==> src/rtl/soc_timer_reg_pkg.sv <==
// Register map of the SoC timer slave, AXI response codes, and the state
// encodings shared by the AXI4-Lite driver and its transaction engine.
package soc_timer_reg_pkg;

    localparam logic [31:0] LOAD_OFFSET       = 32'h0000_0000;
    localparam logic [31:0] CONTROL_OFFSET    = 32'h0000_0004;
    localparam logic [31:0] VALUE_OFFSET      = 32'h0000_0008;
    localparam logic [31:0] INT_STATUS_OFFSET = 32'h0000_000C;
    localparam logic [31:0] INT_CLEAR_OFFSET  = 32'h0000_0010;

    localparam int CTRL_ENABLE_BIT      = 0;
    localparam int CTRL_AUTO_RELOAD_BIT = 1;
    localparam int CTRL_IRQ_MASK_BIT    = 2;
    localparam int IRQ_FLAG_BIT         = 0;

    localparam logic [1:0] RESP_OKAY   = 2'b00;
    localparam logic [1:0] RESP_SLVERR = 2'b10;
    localparam logic [1:0] RESP_DECERR = 2'b11;

    typedef enum logic [2:0] {
        DRV_IDLE,
        DRV_WR_LOAD,
        DRV_WR_CTRL,
        DRV_RD_STAT,
        DRV_WR_CLR
    } drv_state_t;

    typedef enum logic [2:0] {
        XACT_IDLE,
        XACT_WR_ADDR,
        XACT_WR_RESP,
        XACT_RD_ADDR,
        XACT_RD_DATA
    } xact_state_t;

endpackage

==> src/rtl/soc_timer_axil_xact.sv <==
// Single-beat AXI4-Lite read or write engine; one transaction at a time.
// done/rdata/resp_err are combinational on the final handshake so the caller can chain with no idle gap.
module soc_timer_axil_xact
    import soc_timer_reg_pkg::*;
(
    input  logic        clk,
    input  logic        rst_n,
    input  logic        start,
    input  logic        is_write,
    input  logic [31:0] addr,
    input  logic [31:0] wdata,
    output logic        done,
    output logic [31:0] rdata,
    output logic        resp_err,
    output logic [31:0] m_awaddr,
    output logic        m_awvalid,
    input  logic        m_awready,
    output logic [31:0] m_wdata,
    output logic [3:0]  m_wstrb,
    output logic        m_wvalid,
    input  logic        m_wready,
    input  logic [1:0]  m_bresp,
    input  logic        m_bvalid,
    output logic        m_bready,
    output logic [31:0] m_araddr,
    output logic        m_arvalid,
    input  logic        m_arready,
    input  logic [31:0] m_rdata,
    input  logic [1:0]  m_rresp,
    input  logic        m_rvalid,
    output logic        m_rready
);

    xact_state_t xs_q, xs_d;
    logic        awvalid_q, awvalid_d;
    logic        wvalid_q, wvalid_d;
    logic        bready_q, bready_d;
    logic        arvalid_q, arvalid_d;
    logic        rready_q, rready_d;
    logic [31:0] addr_q, addr_d;
    logic [31:0] wdata_q, wdata_d;

    logic b_done;
    logic r_done;

    assign b_done   = (xs_q == XACT_WR_RESP) && m_bvalid;
    assign r_done   = (xs_q == XACT_RD_DATA) && m_rvalid;
    assign done     = b_done || r_done;
    assign rdata    = m_rdata;
    assign resp_err = (b_done && (m_bresp != RESP_OKAY)) || (r_done && (m_rresp != RESP_OKAY));

    always_comb begin
        xs_d      = xs_q;
        awvalid_d = awvalid_q;
        wvalid_d  = wvalid_q;
        bready_d  = bready_q;
        arvalid_d = arvalid_q;
        rready_d  = rready_q;
        addr_d    = addr_q;
        wdata_d   = wdata_q;
        unique case (xs_q)
            XACT_WR_ADDR: begin
                // AW and W retire independently; B is only accepted once both have gone
                awvalid_d = awvalid_q && !m_awready;
                wvalid_d  = wvalid_q && !m_wready;
                if (!awvalid_d && !wvalid_d) begin
                    bready_d = 1'b1;
                    xs_d     = XACT_WR_RESP;
                end
            end
            XACT_WR_RESP: begin
                if (m_bvalid) begin
                    bready_d = 1'b0;
                    xs_d     = XACT_IDLE;
                end
            end
            XACT_RD_ADDR: begin
                if (m_arready) begin
                    arvalid_d = 1'b0;
                    rready_d  = 1'b1;
                    xs_d      = XACT_RD_DATA;
                end
            end
            XACT_RD_DATA: begin
                if (m_rvalid) begin
                    rready_d = 1'b0;
                    xs_d     = XACT_IDLE;
                end
            end
            default: ;
        endcase
        if (start) begin
            addr_d  = addr;
            wdata_d = wdata;
            if (is_write) begin
                awvalid_d = 1'b1;
                wvalid_d  = 1'b1;
                xs_d      = XACT_WR_ADDR;
            end else begin
                arvalid_d = 1'b1;
                xs_d      = XACT_RD_ADDR;
            end
        end
    end

    always_ff @(posedge clk or negedge rst_n) begin
        if (!rst_n) begin
            xs_q      <= XACT_IDLE;
            awvalid_q <= 1'b0;
            wvalid_q  <= 1'b0;
            bready_q  <= 1'b0;
            arvalid_q <= 1'b0;
            rready_q  <= 1'b0;
            addr_q    <= '0;
            wdata_q   <= '0;
        end else begin
            xs_q      <= xs_d;
            awvalid_q <= awvalid_d;
            wvalid_q  <= wvalid_d;
            bready_q  <= bready_d;
            arvalid_q <= arvalid_d;
            rready_q  <= rready_d;
            addr_q    <= addr_d;
            wdata_q   <= wdata_d;
        end
    end

    assign m_awaddr  = addr_q;
    assign m_araddr  = addr_q;
    assign m_wdata   = wdata_q;
    assign m_wstrb   = 4'hF;
    assign m_awvalid = awvalid_q;
    assign m_wvalid  = wvalid_q;
    assign m_bready  = bready_q;
    assign m_arvalid = arvalid_q;
    assign m_rready  = rready_q;

endmodule

==> src/rtl/soc_timer_axil_driver.sv <==
// Programs the SoC timer (LOAD then CONTROL) on command and services its
// interrupt (read INT_STATUS, write INT_CLEAR) over AXI4-Lite.
module soc_timer_axil_driver
    import soc_timer_reg_pkg::*;
#(
    parameter logic [31:0] BASE_ADDR = 32'h0000_0000,
    parameter int          DATA_W    = 32
) (
    input  logic              clk,
    input  logic              rst_n,
    input  logic              cmd_valid,
    output logic              cmd_ready,
    input  logic [DATA_W-1:0] cmd_load,
    input  logic [2:0]        cmd_ctrl,
    input  logic              irq_in,
    output logic              irq_evt,
    output logic              busy,
    output logic              err,
    output logic [31:0]       m_awaddr,
    output logic              m_awvalid,
    input  logic              m_awready,
    output logic [DATA_W-1:0] m_wdata,
    output logic [3:0]        m_wstrb,
    output logic              m_wvalid,
    input  logic              m_wready,
    input  logic [1:0]        m_bresp,
    input  logic              m_bvalid,
    output logic              m_bready,
    output logic [31:0]       m_araddr,
    output logic              m_arvalid,
    input  logic              m_arready,
    input  logic [DATA_W-1:0] m_rdata,
    input  logic [1:0]        m_rresp,
    input  logic              m_rvalid,
    output logic              m_rready
);

    drv_state_t  state_q, state_d;
    logic [31:0] load_q, load_d;
    logic [2:0]  ctrl_q, ctrl_d;
    logic        err_q, err_d;
    logic        evt_q, evt_d;

    logic        x_start;
    logic        x_is_write;
    logic [31:0] x_addr;
    logic [31:0] x_wdata;
    logic        x_done;
    logic [31:0] x_rdata;
    logic        x_resp_err;
    logic        unused_rdata;

    assign cmd_ready    = rst_n && (state_q == DRV_IDLE) && !irq_in;
    assign unused_rdata = ^x_rdata;

    always_comb begin
        state_d = state_q;
        load_d  = load_q;
        ctrl_d  = ctrl_q;
        err_d   = err_q;
        evt_d   = 1'b0;
        unique case (state_q)
            DRV_IDLE: begin
                if (irq_in) begin
                    state_d = DRV_RD_STAT;
                end else if (cmd_valid) begin
                    load_d  = cmd_load;
                    ctrl_d  = cmd_ctrl;
                    err_d   = 1'b0;
                    state_d = DRV_WR_LOAD;
                end
            end
            DRV_WR_LOAD: begin
                if (x_done) begin
                    err_d   = err_q | x_resp_err;
                    state_d = x_resp_err ? DRV_IDLE : DRV_WR_CTRL;
                end
            end
            DRV_WR_CTRL: begin
                if (x_done) begin
                    err_d   = err_q | x_resp_err;
                    state_d = DRV_IDLE;
                end
            end
            DRV_RD_STAT: begin
                if (x_done) begin
                    err_d = err_q | x_resp_err;
                    if (!x_resp_err && x_rdata[IRQ_FLAG_BIT]) state_d = DRV_WR_CLR;
                    else                                      state_d = DRV_IDLE;
                end
            end
            DRV_WR_CLR: begin
                if (x_done) begin
                    err_d   = err_q | x_resp_err;
                    evt_d   = !x_resp_err;
                    state_d = DRV_IDLE;
                end
            end
            default: state_d = DRV_IDLE;
        endcase
    end

    // Launch the next transaction on the same edge the state is entered, so
    // consecutive transfers leave no dead cycle between them.
    always_comb begin
        x_start    = (state_d != state_q) && (state_d != DRV_IDLE);
        x_is_write = (state_d != DRV_RD_STAT);
        x_addr     = BASE_ADDR + LOAD_OFFSET;
        x_wdata    = load_d;
        unique case (state_d)
            DRV_WR_CTRL: begin
                x_addr  = BASE_ADDR + CONTROL_OFFSET;
                x_wdata = {29'b0, ctrl_q};
            end
            DRV_RD_STAT: begin
                x_addr  = BASE_ADDR + INT_STATUS_OFFSET;
                x_wdata = 32'h0;
            end
            DRV_WR_CLR: begin
                x_addr  = BASE_ADDR + INT_CLEAR_OFFSET;
                x_wdata = 32'h1;
            end
            default: ;
        endcase
    end

    always_ff @(posedge clk or negedge rst_n) begin
        if (!rst_n) begin
            state_q <= DRV_IDLE;
            load_q  <= '0;
            ctrl_q  <= '0;
            err_q   <= 1'b0;
            evt_q   <= 1'b0;
        end else begin
            state_q <= state_d;
            load_q  <= load_d;
            ctrl_q  <= ctrl_d;
            err_q   <= err_d;
            evt_q   <= evt_d;
        end
    end

    assign irq_evt = evt_q;
    assign busy    = (state_q != DRV_IDLE);
    assign err     = err_q;

    soc_timer_axil_xact u_xact (
        .clk       (clk),
        .rst_n     (rst_n),
        .start     (x_start),
        .is_write  (x_is_write),
        .addr      (x_addr),
        .wdata     (x_wdata),
        .done      (x_done),
        .rdata     (x_rdata),
        .resp_err  (x_resp_err),
        .m_awaddr  (m_awaddr),
        .m_awvalid (m_awvalid),
        .m_awready (m_awready),
        .m_wdata   (m_wdata),
        .m_wstrb   (m_wstrb),
        .m_wvalid  (m_wvalid),
        .m_wready  (m_wready),
        .m_bresp   (m_bresp),
        .m_bvalid  (m_bvalid),
        .m_bready  (m_bready),
        .m_araddr  (m_araddr),
        .m_arvalid (m_arvalid),
        .m_arready (m_arready),
        .m_rdata   (m_rdata),
        .m_rresp   (m_rresp),
        .m_rvalid  (m_rvalid),
        .m_rready  (m_rready)
    );

endmodule
==> config.mk <==
export PLATFORM = sky130hd
export DESIGN_NAME = soc_timer_axil_driver
export DESIGN_NICKNAME = d
export VERILOG_FILES = /design/src/rtl/soc_timer_reg_pkg.sv /design/src/rtl/soc_timer_axil_xact.sv /design/src/rtl/soc_timer_axil_driver.sv
export SDC_FILE = /design/constraint.sdc
export NUM_CORES = 1
export LEC_CHECK = 0
export ABC_AREA = 0
export BUFFER_PORTS_ARGS = -buffer_cell sky130_fd_sc_hd__buf_2
export CAP_MARGIN = 30
export CORE_AREA = 2 2 87 89
export CTS_CLUSTER_DIAMETER = 120
export DETAILED_ROUTE_END_ITERATION = 12
export DIE_AREA = 0 0 89 91
export MAX_ROUTING_LAYER = met4
export PLACE_DENSITY = 0.89
export SYNTH_ARGS = -nofsm -noshare
export SYNTH_HDL_FRONTEND = slang
export SYNTH_SLANG_ARGS = --single-unit
==> constraint.sdc <==
create_clock -name clk -period 2.75 [get_ports clk]
set_clock_uncertainty 0.2 [all_clocks]
set_input_delay 0 -clock clk [delete_from_list [all_inputs] [get_ports clk]]
set_output_delay 0 -clock clk [all_outputs]
set_load 0.1 [all_outputs]
* Yosys cells after proc, flatten, opt, wreduce, memory -nomap -nowiden
Index checks and enable logic that the tools add are counted.
** Storage, ports and cells
- Register bits after elaboration :: 112
- Bits of input ports :: 80
- Output and inout port bits :: 109
- Word-level logic and storage cells :: 116
** Cells by class
- Equality and inequality tests :: 24
- Muxes and demuxes :: 42
- Bitwise operators :: 2
- Reductions and logical operators :: 35
** Operators with widths (count)
- 32-bit two-way mux :: 3
- 32-bit one-hot mux with 3 select lines :: 1
- 3-bit two-way mux :: 11
- 3-bit one-hot mux with 4 select lines :: 2
- 1-bit two-way mux :: 19
- 3-bit by 2-bit equality test with 1-bit output, second input constant :: 6
- 5-bit one-hot mux with 3 select lines :: 1
- 3-bit by 2-bit != test with 1-bit output, second input constant :: 4
- 1-bit logical AND :: 11
- 2-bit != test, second input constant :: 5
- 2-bit nonzero test :: 5
- 3-bit equality test, second input constant :: 3
- 3-bit AND reduction :: 3
- 3-bit by 1-bit equality test with 1-bit output, second input constant :: 2
- 1-bit logical NOT :: 6
- 1-bit one-hot mux with 2 select lines :: 3
- 3-bit nonzero test :: 2
- 5-bit AND reduction :: 1
- 5-bit nonzero test :: 1
- 2-bit two-way mux :: 2
- 2-bit by 1-bit != test with 1-bit output, second input constant :: 2
- 4-bit AND reduction :: 1
- 4-bit OR reduction :: 1
- 3-bit logical NOT :: 1
- other kinds (6) :: 7

* Logic depth before layout (Yosys ltp)
Gate-level depths: netlist of run 1.
- Depth after elaboration :: 13
- Depth in mapped cells :: 9
- Mapped depth without buffers :: 7

* Cells and area by module
A second synthesis of run 1 with hierarchy kept.
** Second synthesis, totals
- Cell total of the unflattened synthesis :: 403
- Area, all modules :: 5365.1 sq um
** By module, submodules not included
- soc_timer_axil_xact :: instances 1, cells each 253, area each 3340.7 sq um
- soc_timer_axil_driver :: instances 1, cells each 150, area each 2024.4 sq um

* Worst setup path after synthesis of run 1
Ideal clock, no wire load.
- Path kind :: reg-to-output
- Start point :: register state_q[0]
- End point :: output port cmd_ready
- Arrival :: 3.414 ns
- Path slack :: -0.864 ns
- Cell stages (with the launch flop) :: 4
- Path buffers :: 0
- Cell sequence :: dfrtp_1 -> nor3_2 -> inv_1 -> nor3b_1
** Between the ends
- Word-level cells in the longest chain between the ends :: 3
** RTL lines
- start, declared :: line soc_timer_axil_driver.sv:38 : drv_state_t state_q, state_d;
- start signal, assigned :: line soc_timer_axil_driver.sv:135 : state_q <= state_d;
- 3-bit logical NOT :: line soc_timer_axil_driver.sv:53 : assign cmd_ready = rst_n && (state_q == DRV_IDLE) && !irq_in;
- 1-bit logical AND (2 in series) :: line soc_timer_axil_driver.sv:53
- end, declared :: line soc_timer_axil_driver.sv:12 : output logic cmd_ready,
Every way passes these cells.

* Final worst setup path of run 1
- Start point :: register u_xact.xs_q[0]
- End point :: register u_xact.wdata_q[9], in the netlist u_xact.m_wdata[9]
** Between the ends
- Word-level cells in the longest chain between the ends :: 11
- Elaborated cells between the ends (all ways) :: 23
- Classes of those cells :: eq/ne (6); mux (7); reduce/logical (10)
** RTL lines
- start, declared :: line soc_timer_axil_xact.sv:34 : xact_state_t xs_q, xs_d;
- start signal, assigned :: line soc_timer_axil_xact.sv:117 : xs_q <= xs_d;
- 3-bit by 2-bit equality test with 1-bit output / 3-bit equality test (equally long branches) :: line soc_timer_axil_xact.sv:46, soc_timer_axil_xact.sv:47
- 1-bit logical AND, on equally long branches :: line soc_timer_axil_xact.sv:46, soc_timer_axil_xact.sv:47
- 1-bit logical AND :: line soc_timer_axil_xact.sv:50 : assign resp_err = (b_done && (m_bresp != RESP_OKAY)) || (r_done && (m_rresp != RESP_OKAY));
- 1-bit logical OR :: line soc_timer_axil_xact.sv:50
- 1-bit logical NOT :: line soc_timer_axil_driver.sv:88 : if (!x_resp_err && x_rdata[IRQ_FLAG_BIT]) state_d = DRV_WR_CLR;
- 1-bit logical AND :: line soc_timer_axil_driver.sv:88
- 3-bit two-way mux :: line soc_timer_axil_driver.sv:88
- 3-bit two-way mux :: line soc_timer_axil_driver.sv:86 : if (x_done) begin
- 3-bit one-hot mux with 4 select lines (*) :: line soc_timer_axil_driver.sv:62 : unique case (state_q)
- 3-bit equality test, or another cell as far along :: line soc_timer_axil_driver.sv:110 : unique case (state_d)
- 32-bit one-hot mux with 3 select lines / 1-bit logical AND (equally long branches) :: line soc_timer_axil_driver.sv:110, soc_timer_axil_driver.sv:106
- end signal, assigned :: line soc_timer_axil_xact.sv:124 : wdata_q <= wdata_d;
- end, declared :: line soc_timer_axil_xact.sv:41 : logic [31:0] wdata_q, wdata_d;
Mark *: on every way between the ends. The rest lies on a longest branch, timed or not.
A chain may end at the register's enable or synchronous reset.

==> run_results.csv, run 1 <==
group,metric,value,unit
sta,period_share,93.0,%
drt,drc,0,
synthesis,netlist_instances,274,
clock_tree,cts_made_buffers,5,
drt,drt-total-wl,7.04,mm
setup_path,endpoint_kind,"register",
floorplanning,ios,189,
layout,n_fill_cell,629,
grt,grt_pass1_wl,11.1,mm
grt,grt_max_degree,55,
synthesis,avgSynthCellArea,10.4,sq um
sta,grt_setup_unrepaired,"no",
placed_design,io_buffers,95,
synthesis,async_flop_share,100,%
clock_tree,cts_tree,"yes",
floorplanning,die-area,0.00810,sq mm
synthesis,synth.distinct_cells,42,
sta,slew_viol_final,0,
sta,hold_viol_final,0,
drt,vias_per_cell,4.58,
synthesis,yosysWarningCount,0,
grt,grt_usage,18.1,%
grt,grt_pass1_vias,2283,
floorplanning,initial_core_util,39.9,%
setup_path,critPathArrivalTime,2.59,ns
floorplanning,die_w,89,microns
floorplanning,core_region_area,0.00714,sq mm
layout,fin_nets,486,
synthesis,synth-seq-area-share,47.5,%
placed_design,dp_hpwl,4.53,mm
clock_tree,htreeDepth,2,
drt,dr.first_iter.drc_count,137,
clock_tree,cts.sinks,54,
drt,vias,2315,
synthesis,ys_ff_latch,54,
grt,gr-total-overflow,0,
floorplanning,die_h,91,microns
drt,postRouteAntennaNets,0,
sta,max_slew.worst_pin.slew,0.671,ns
clock_tree,post_cts_buffers,0,
sta,fin_crit,2.56,ns
setup_path,critPathRequiredTime,2.79,ns
setup_path,criticalPathCategory,"register to register",
synthesis,synth_area,0.00285,sq mm
sta,fmax,391,MHz
clock_tree,clockBufferDepth,2,
layout,antenna_cells,0,
setup_path,crit_fanout,15,
grt,grt_antenna_before_repair,0,
drt,routedWlPerCell,13.9,microns
setup_path,cp-start-kind,"register",
placed_design,gp_congestion,0.813,
sta,relSlewSlack,55.3,%
status,status,"complete, no violations",
layout,area_growth,28.8,%
sta,setup_viol,0,
sta,setup_tns,0,ns
clock_tree,clockRootBuffer,"clkbuf_8",
floorplanning,row_count,31,
clock_tree,cts_resized,0,
synthesis,synth_edf_count,0,
synthesis,synth-main-ff-cell,"dfrtp_1",
drt,firstDrtPassIters,4,
clock_tree,path_clk_slew,0.10,ns
job,max_cap_violations,0,
min_path,hold_path_class,"primary input to register",
clock_tree,clk_latency,0.30,ns
clock_tree,holdBufCountCts,43,
layout,drive_gt1_share,29.8,%
worst paths after layout:
| check | from | endpoint | slack (ns) | cells past startpoint |
|---|---|---|---|---|
| setup / recovery | u_xact.xs_q[0] | u_xact.m_wdata[9] | 0.19 | 7 |
| hold / removal | m_rresp[0] | irq_evt | 0.05 | 4 |
| setup reg to reg | u_xact.xs_q[0] | u_xact.m_wdata[9] | 0.19 | 7 |
| hold reg to reg | u_xact.m_wdata[13] | u_xact.m_wdata[13] | 0.30 | 1 |
| max in group asynchronous | rst_n | u_xact.m_wdata[23] | 1.72 | 3 |
| min in group asynchronous | rst_n | irq_evt | 0.18 | 3 |
through the flow:
| stage | instance area [sq um] | std cells | hold WS [ns] | setup WS [ns] | util, % |
|---|---|---|---|---|---|
| 4_1_cts | 3660 | 505 | 0.0374 | 0.239 | 51.3 |
| 6_report | 3660 | 505 | 0.0503 | 0.192 | 51.3 |
| 3_3_place_gp | 3150 | 455 | -0.0191 | 0.348 | 44.2 |
| 5_1_grt | 3660 | 505 | 0.0458 | 0.0695 | 51.3 |
| 2_1_floorplan | 3080 | 334 | -0.496 | 0.109 | - |
| 3_5_place_dp | 3150 | 455 | -0.00622 | 0.248 | 44.2 |
cells in the mapped netlist (2+ instances only):
library cell  number  area share (%)
buf_4             68              18
a21o_1             3            0.79
mux2_2             3             1.2
a21boi_1           2            0.53
buf_2              7             1.2
nand2b_1           2            0.44
dfrtp_1           54              47
a31oi_1            2            0.44
nor3_1             2            0.35
o31ai_1            3            0.79
buf_6              2            0.79
a22o_1            31             9.5
o22ai_1            2            0.44
nand2_1           24             3.2
inv_1             10             1.3
clkbuf_1           3            0.40
nand3_1            4            0.70
mux2_4             2             1.1
o21ai_0           13             2.3
nor2_1            10             1.3
a21oi_1            3            0.53
conb_1             2            0.26
nor3b_1            3            0.79
critical path, cell delays in order, from the launching register on:
cell,delay [ns]
dfrtp_1,0.49
nand4bb_1,0.44
nand4_1,0.28
o311a_1,0.29
a31o_1,0.19
buf_4,0.21
buf_4,0.23
a22o_1,0.16
area by class of cell:
type	instances	area, sq um	area share (%)
sequential	54	1350	36.9
multi-input combinational	190	1110	30.4
timing repair buffer	145	958	26.2
tap	99	124	3.38
clock buffer	5	68.8	1.88
inverter	10	37.5	1.02
clock inverter	2	10.0	0.273
registers in the layout, indices dropped and copies added, names as in the netlist:
register	count
u_xact.m_wdata	32
ctrl_q	3
load_q	3
state_q	3
u_xact.m_araddr	3
u_xact.xs_q	3
err	1
irq_evt	1
u_xact.m_arvalid	1
u_xact.m_awvalid	1
u_xact.m_bready	1
u_xact.m_rready	1
u_xact.m_wvalid	1
cell families (layout without fill, tap and decap cells):
logic type      after synthesis  in the layout  synth area share [%]
mux                           5              5                  2.24
compound gates               69             69                  18.6
simple gates                 54             54                  9.72
buf+inv                      90            162                  21.7
flops                        54             54                  47.5
other cells                   2             62                 0.264
cell usage in the layout (no fill, tap or decap), types with 2 or more instances in the layout:
| cell | count |
|---|---|
| dlygate4sd3_1 | 43 |
| nor3_1 | 2 |
| o31ai_1 | 3 |
| o21ai_0 | 13 |
| nand2b_1 | 2 |
| a21o_1 | 3 |
| nand3_1 | 4 |
| a21oi_1 | 3 |
| a31oi_1 | 2 |
| nor2_1 | 10 |
| a21boi_1 | 2 |
| o22ai_1 | 2 |
| buf_4 | 7 |
| conb_1 | 62 |
| mux2_4 | 2 |
| clkbuf_8 | 5 |
| inv_1 | 10 |
| dfrtp_1 | 54 |
| a22o_1 | 31 |
| nor3b_1 | 2 |
| nand2_1 | 24 |
| buf_2 | 95 |
| mux2_2 | 3 |
| clkinv_2 | 2 |
routing by layer:
metal / GRT usage (%) / part of all wire [%] / vias to the layer above
met5: - / 0 / -
met4: 5.60 / 2.2 / 0
met3: 3.45 / 5.5 / 16
met2: 31.5 / 54 / 112
met1: 20.7 / 38 / 1104
li1: - / - / 1083
Power of run 1 is left out: the tool's default activity adds up to more than one toggle a clock period on the data nets, which glitch-free logic cannot reach.
==> run 2: changes to the inputs <==
- MAX_ROUTING_LAYER: met4 -> default
==> run 2 against run 1 <==
  * Wire length increased by 0.27%
  * First-iteration DRC count grew 6.6%
  * Worst setup slack worse by 0.0017 ns
  * Via count shrank 0.26%
  * Cell count did not move
  * Critical endpoint unchanged
  * Die area did not move
  * Sequential share of layout area unchanged
  * Maximum frequency hardly changed
  * Critical path depth stayed put
  * Sequential cell count stayed put
  * Register-to-register slack about the same
==> run_results.csv, run 2 (same netlist as run 1, synthesis figures left out) <==
group,metric,value,unit
layout,area_growth,28.8,%
grt,grt_pass1_vias,2277,
placed_design,dp_hpwl,4.53,mm
placed_design,io_buffers,95,
drt,firstDrtPassIters,4,
clock_tree,cts.sinks,54,
sta,relSlewSlack,55.4,%
drt,drc,0,
min_path,worstHoldPathCells,3,
drt,routedWlPerCell,14.0,microns
setup_path,max_stage_delay,0.49,ns
sta,hold_viol_final,0,
clock_tree,clockRootBuffer,"clkbuf_8",
setup_path,crit_fanout,15,
sta,setup_viol,0,
floorplanning,row_count,31,
clock_tree,cts_made_buffers,5,
setup_path,r2r_end,"u_xact.m_wdata[9]",
clock_tree,post_cts_buffers,0,
layout,instances_no_fill,505,
placed_design,placedCellCount,455,
grt,grt_antenna_before_repair,0,
sta,grt_setup_unrepaired,"no",
min_path,hp-start,"cmd_valid",
grt,grt_usage,17.6,%
layout,mostFrequentLayoutCell,"buf_2",
drt,drt-total-wl,7.06,mm
min_path,min_to,"load_q[2]",
setup_path,cp_num_buf_inv,2,
sta,fmax,391,MHz
sta,slew_viol_final,0,
layout,fin_nets,486,
drt,vias,2309,
layout,drive_gt1_share,29.8,%
sta,fin_crit,2.56,ns
setup_path,cp_top_family,"compound AO/OA/AOI/OAI gates",
floorplanning,core_region_area,0.00714,sq mm
floorplanning,die_h,91,microns
setup_path,cp-start-kind,"register",
layout,antenna_cells,0,
clock_tree,cts_resized,0,
setup_path,crit_slowest_cell,"dfrtp_1",
setup_path,rr_startpoint,"u_xact.xs_q[0]",
clock_tree,htreeDepth,2,
layout,largest_reg_flops,32,
grt,grt_max_degree,55,
setup_path,reg2regPathDepth,7,
clock_tree,holdBufCountCts,43,
status,status,"complete, no violations",
clock_tree,clockBufferDepth,2,
job,max_cap_violations,0,
setup_path,path_cells,"nand4bb_1 > o221ai_1 > o21bai_2 > a31o_1 > buf_4 > buf_4 > a22o_1",
grt,grt_pass1_wl,11.1,mm
clock_tree,clk_latency,0.30,ns
floorplanning,die_w,89,microns
min_path,hold_path_class,"primary input to register",
setup_path,regToRegSetupSlack,0.19,ns
setup_path,criticalPathCategory,"register to register",
sta,setup_tns,0,ns
sta,period_share,93.1,%
floorplanning,ios,189,
layout,mostFrequentLayoutCells,"buf_2 (95), conb_1 (62), dfrtp_1 (54)",
floorplanning,initial_core_util,39.9,%
placed_design,gp_congestion,0.802,
setup_path,critPathArrivalTime,2.59,ns
clock_tree,cts_tree,"yes",
sta,max_slew.worst_pin.slew,0.669,ns
floorplanning,die-area,0.00810,sq mm
grt,gr-total-overflow,0,
setup_path,endpoint_kind,"register",
setup_path,critPathRequiredTime,2.78,ns
setup_path,cp_common_cell,"buf_4",
drt,dr.first_iter.drc_count,146,
drt,postRouteAntennaNets,0,
drt,vias_per_cell,4.57,
clock_tree,path_clk_slew,0.10,ns
==> run 2: worst max path at each step <==
stage / start / endpoint / slack [ns] / cells after the start
3_3_place_gp: u_xact.xs_q[0] / u_xact.m_wdata[26] / 0.35 / 7
2_1_floorplan: state_q[0] / cmd_ready / 0.11 / 3
3_5_place_dp: u_xact.xs_q[0] / u_xact.m_wdata[30] / 0.25 / 7
4_1_cts: u_xact.xs_q[0] / u_xact.m_wdata[30] / 0.24 / 7
5_1_grt: u_xact.xs_q[0] / u_xact.m_wdata[9] / 0.07 / 7
6_report: u_xact.xs_q[0] / u_xact.m_wdata[9] / 0.19 / 7
==> run 2: layer usage <==
layer | vias up | wire length [microns] | global-route usage, % | share of wire, %
li1 | 1081 | - | - | -
met1 | 1114 | 2660 | 20.3 | 38
met2 | 102 | 3850 | 31.5 | 55
met3 | 12 | 415 | 4.18 | 5.9
met4 | 0 | 133 | 5.60 | 1.9
met5 | - | 0 | 0 | 0
==> run 2: worst reg2reg max path: cells and delay by family, from the launching register on <==
kind / cells / cell delay [ns]
flops: 1 / 0.49
buf+inv: 2 / 0.45
compound gates: 4 / 0.91
simple gates: 1 / 0.44
==> run 2: final cells by class <==
class,count,area [sq um]
timing repair buffer,145,958
clock inverter,2,10.0
tap,99,124
multi-input combinational,190,1110
inverter,10,37.5
clock buffer,5,68.8
sequential,54,1350
fill,629,3470
==> run 2: per-stage QoR <==
step / util [%] / hold WS, ns / setup slack, ns / area [sq um]
2_1_floorplan: - / -0.496 / 0.109 / 3080
3_3_place_gp: 44.2 / -0.0191 / 0.348 / 3150
3_5_place_dp: 44.2 / -0.00622 / 0.248 / 3150
4_1_cts: 51.3 / 0.0374 / 0.239 / 3660
5_1_grt: 51.3 / 0.0458 / 0.0673 / 3660
6_report: 51.3 / 0.0521 / 0.191 / 3660
Power of run 2 is left out for the same reason.
==> run 3: changes to the inputs <==
- CORE_AREA: 2 2 87 89 -> 2 2 72 108
- DIE_AREA: 0 0 89 91 -> 0 0 74 110
- PLACE_DENSITY: 0.89 -> 0.88
==> run 3 against run 2 <==
  * Sequential share of layout area decreased by 0.16 points
  * Critical path depth unchanged
  * Via count increased by 1.2%
  * Wire length decreased by 6.8%
  * Register-to-register slack improved by 0.07 ns
  * Non-clock buffer count increased by 2
  * First-iteration DRC count decreased by 6.2%
  * Worst hold slack got worse by 0.026 ns
  * Maximum frequency increased by 2.9%
  * Worst setup slack improved by 0.072 ns
  * Critical path type unchanged
  * Largest cell class unchanged
  * Highest routed layer unchanged
==> run_results.csv, run 3 (same netlist as run 1, synthesis figures left out) <==
group,metric,value,unit
status,status,"complete, no violations",
floorplanning,die_w,74,microns
setup_path,rr_startpoint,"u_xact.xs_q[0]",
setup_path,critPathRequiredTime,2.75,ns
clock_tree,cts_tree,"yes",
drt,drc,0,
drt,postRouteAntennaNets,0,
drt,top_layer_used,"met4",
min_path,hp-start,"m_rresp[0]",
layout,area_growth,29.3,%
floorplanning,die_h,110,microns
sta,fmax,402,MHz
setup_path,max_stage_delay,0.49,ns
placed_design,io_buffers,95,
sta,slew_viol_final,0,
drt,vias,2337,
sta,hold_viol_final,0,
layout,fin_nets,488,
floorplanning,row_count,38,
clock_tree,clockRootBuffer,"clkbuf_8",
setup_path,cp_num_buf_inv,1,
setup_path,critPathArrivalTime,2.48,ns
setup_path,path_cells,"nand4bb_1 > nand4_1 > o311a_1 > a31o_2 > buf_4 > nand2_1 > o31a_1",
grt,grt_pass1_wl,10.3,mm
clock_tree,clockBufferDepth,2,
sta,grt_setup_unrepaired,"no",
sta,relSlewSlack,55.2,%
sta,max_slew.worst_pin.slew,0.673,ns
clock_tree,post_cts_buffers,0,
min_path,hold_path_class,"primary input to register",
layout,antenna_cells,0,
grt,gr-total-overflow,0,
drt,wl_met2,3.59,mm
grt,grt_usage,16.5,%
setup_path,cp-start-kind,"register",
layout,mostFrequentLayoutCells,"buf_2 (95), conb_1 (62), dfrtp_1 (54)",
drt,dr.first_iter.drc_count,137,
setup_path,cp_top_family,"simple AND/OR/NAND/NOR gates",
drt,wl_met1,2.38,mm
sta,setup_viol,0,
floorplanning,initial_core_util,39.6,%
setup_path,criticalPathCategory,"register to register",
sta,period_share,90.4,%
placed_design,dp_hpwl,4.49,mm
clock_tree,path_clk_slew,0.09,ns
placed_design,gp_congestion,0.802,
drt,vias_per_cell,4.60,
grt,grt_max_degree,55,
layout,largest_reg_flops,32,
setup_path,crit_start,"u_xact.xs_q[0]",
job,max_cap_violations,0,
clock_tree,htreeDepth,2,
floorplanning,die-area,0.00814,sq mm
drt,wl_met3,505,microns
drt,firstDrtPassIters,4,
sta,fin_crit,2.49,ns
setup_path,crit_slowest_cell,"dfrtp_1",
grt,grt_antenna_before_repair,0,
floorplanning,core_region_area,0.00718,sq mm
clock_tree,clk_latency,0.30,ns
setup_path,endpoint_kind,"register",
grt,grt_pass1_vias,2188,
layout,mostFrequentLayoutCell,"buf_2",
layout,drive_gt1_share,29.7,%
clock_tree,cts_made_buffers,5,
drt,routedWlPerCell,12.9,microns
setup_path,crit_fanout,12,
floorplanning,ios,189,
clock_tree,cts.sinks,54,
sta,setup_tns,0,ns
drt,drt-total-wl,6.57,mm
## run 3: cell count changes in the layout (fill, tap and decap cells not counted), sizes merged
| cell | delta |
|---|---|
| dlygate4sd3 | +1 |
| buf | +1 |
| clkinv | -2 |
| clkbuf | +2 |
## run 3: repair_timing
action,4_1_cts,5_1_grt
endpoints found under the setup margin,0,19
resized for setup,0,1
endpoints found under the hold margin,102,0
hold buffers,44,0
## run 3: cell type report
| class | count | area [sq um] |
|---|---|---|
| Tap cell | 100 | 125 |
| Fill cell | 642 | 3500 |
| Inverter | 10 | 37.5 |
| Sequential cell | 54 | 1350 |
| Multi-Input combinational cell | 190 | 1110 |
| Clock buffer | 7 | 76.3 |
| Timing Repair Buffer | 147 | 976 |
## run 3: per-stage QoR
| stage | std cells | hold WS [ns] | instance area (sq um) | util, % | worst slack, ns |
|---|---|---|---|---|---|
| after CTS | 508 | 0.00809 | 3680 | 51.3 | 0.156 |
| after global routing | 508 | 0.0560 | 3680 | 51.3 | 0.0844 |
| after floorplan | 334 | -0.496 | 3080 | - | 0.109 |
| after detailed placement | 457 | 0.00909 | 3160 | 44.1 | 0.154 |
| final | 508 | 0.0262 | 3680 | 51.3 | 0.263 |
| after global placement | 457 | -0.00726 | 3160 | 44.1 | 0.199 |
## run 3: path summary, 6_finish.rpt
path	endpoint	slack [ns]	cells after the start
worst min-delay path	irq_evt	0.03	4
worst max register to register	u_xact.m_wdata[0]	0.26	7
max in group asynchronous	ctrl_q[0]	1.72	3
min in group asynchronous	u_xact.xs_q[2]	0.16	3
worst max-delay path	u_xact.m_wdata[0]	0.26	7
worst min register to register	u_xact.m_wdata[17]	0.30	1
## run 3: routing by layer
metal	track usage, %	vias up
met5	0	-
met4	5.97	0
met3	3.55	9
met2	29.9	138
met1	18.6	1107
li1	-	1083
## run 3: worst min-delay path: cells and delay by family
kind / cells / cell delay [ns]
AOI/OAI and AO/OA: 1 / 0.27
buffers and inverters: 1 / 0.07
and+or+nand+nor: 2 / 0.15
Power of run 3 is left out for the same reason.
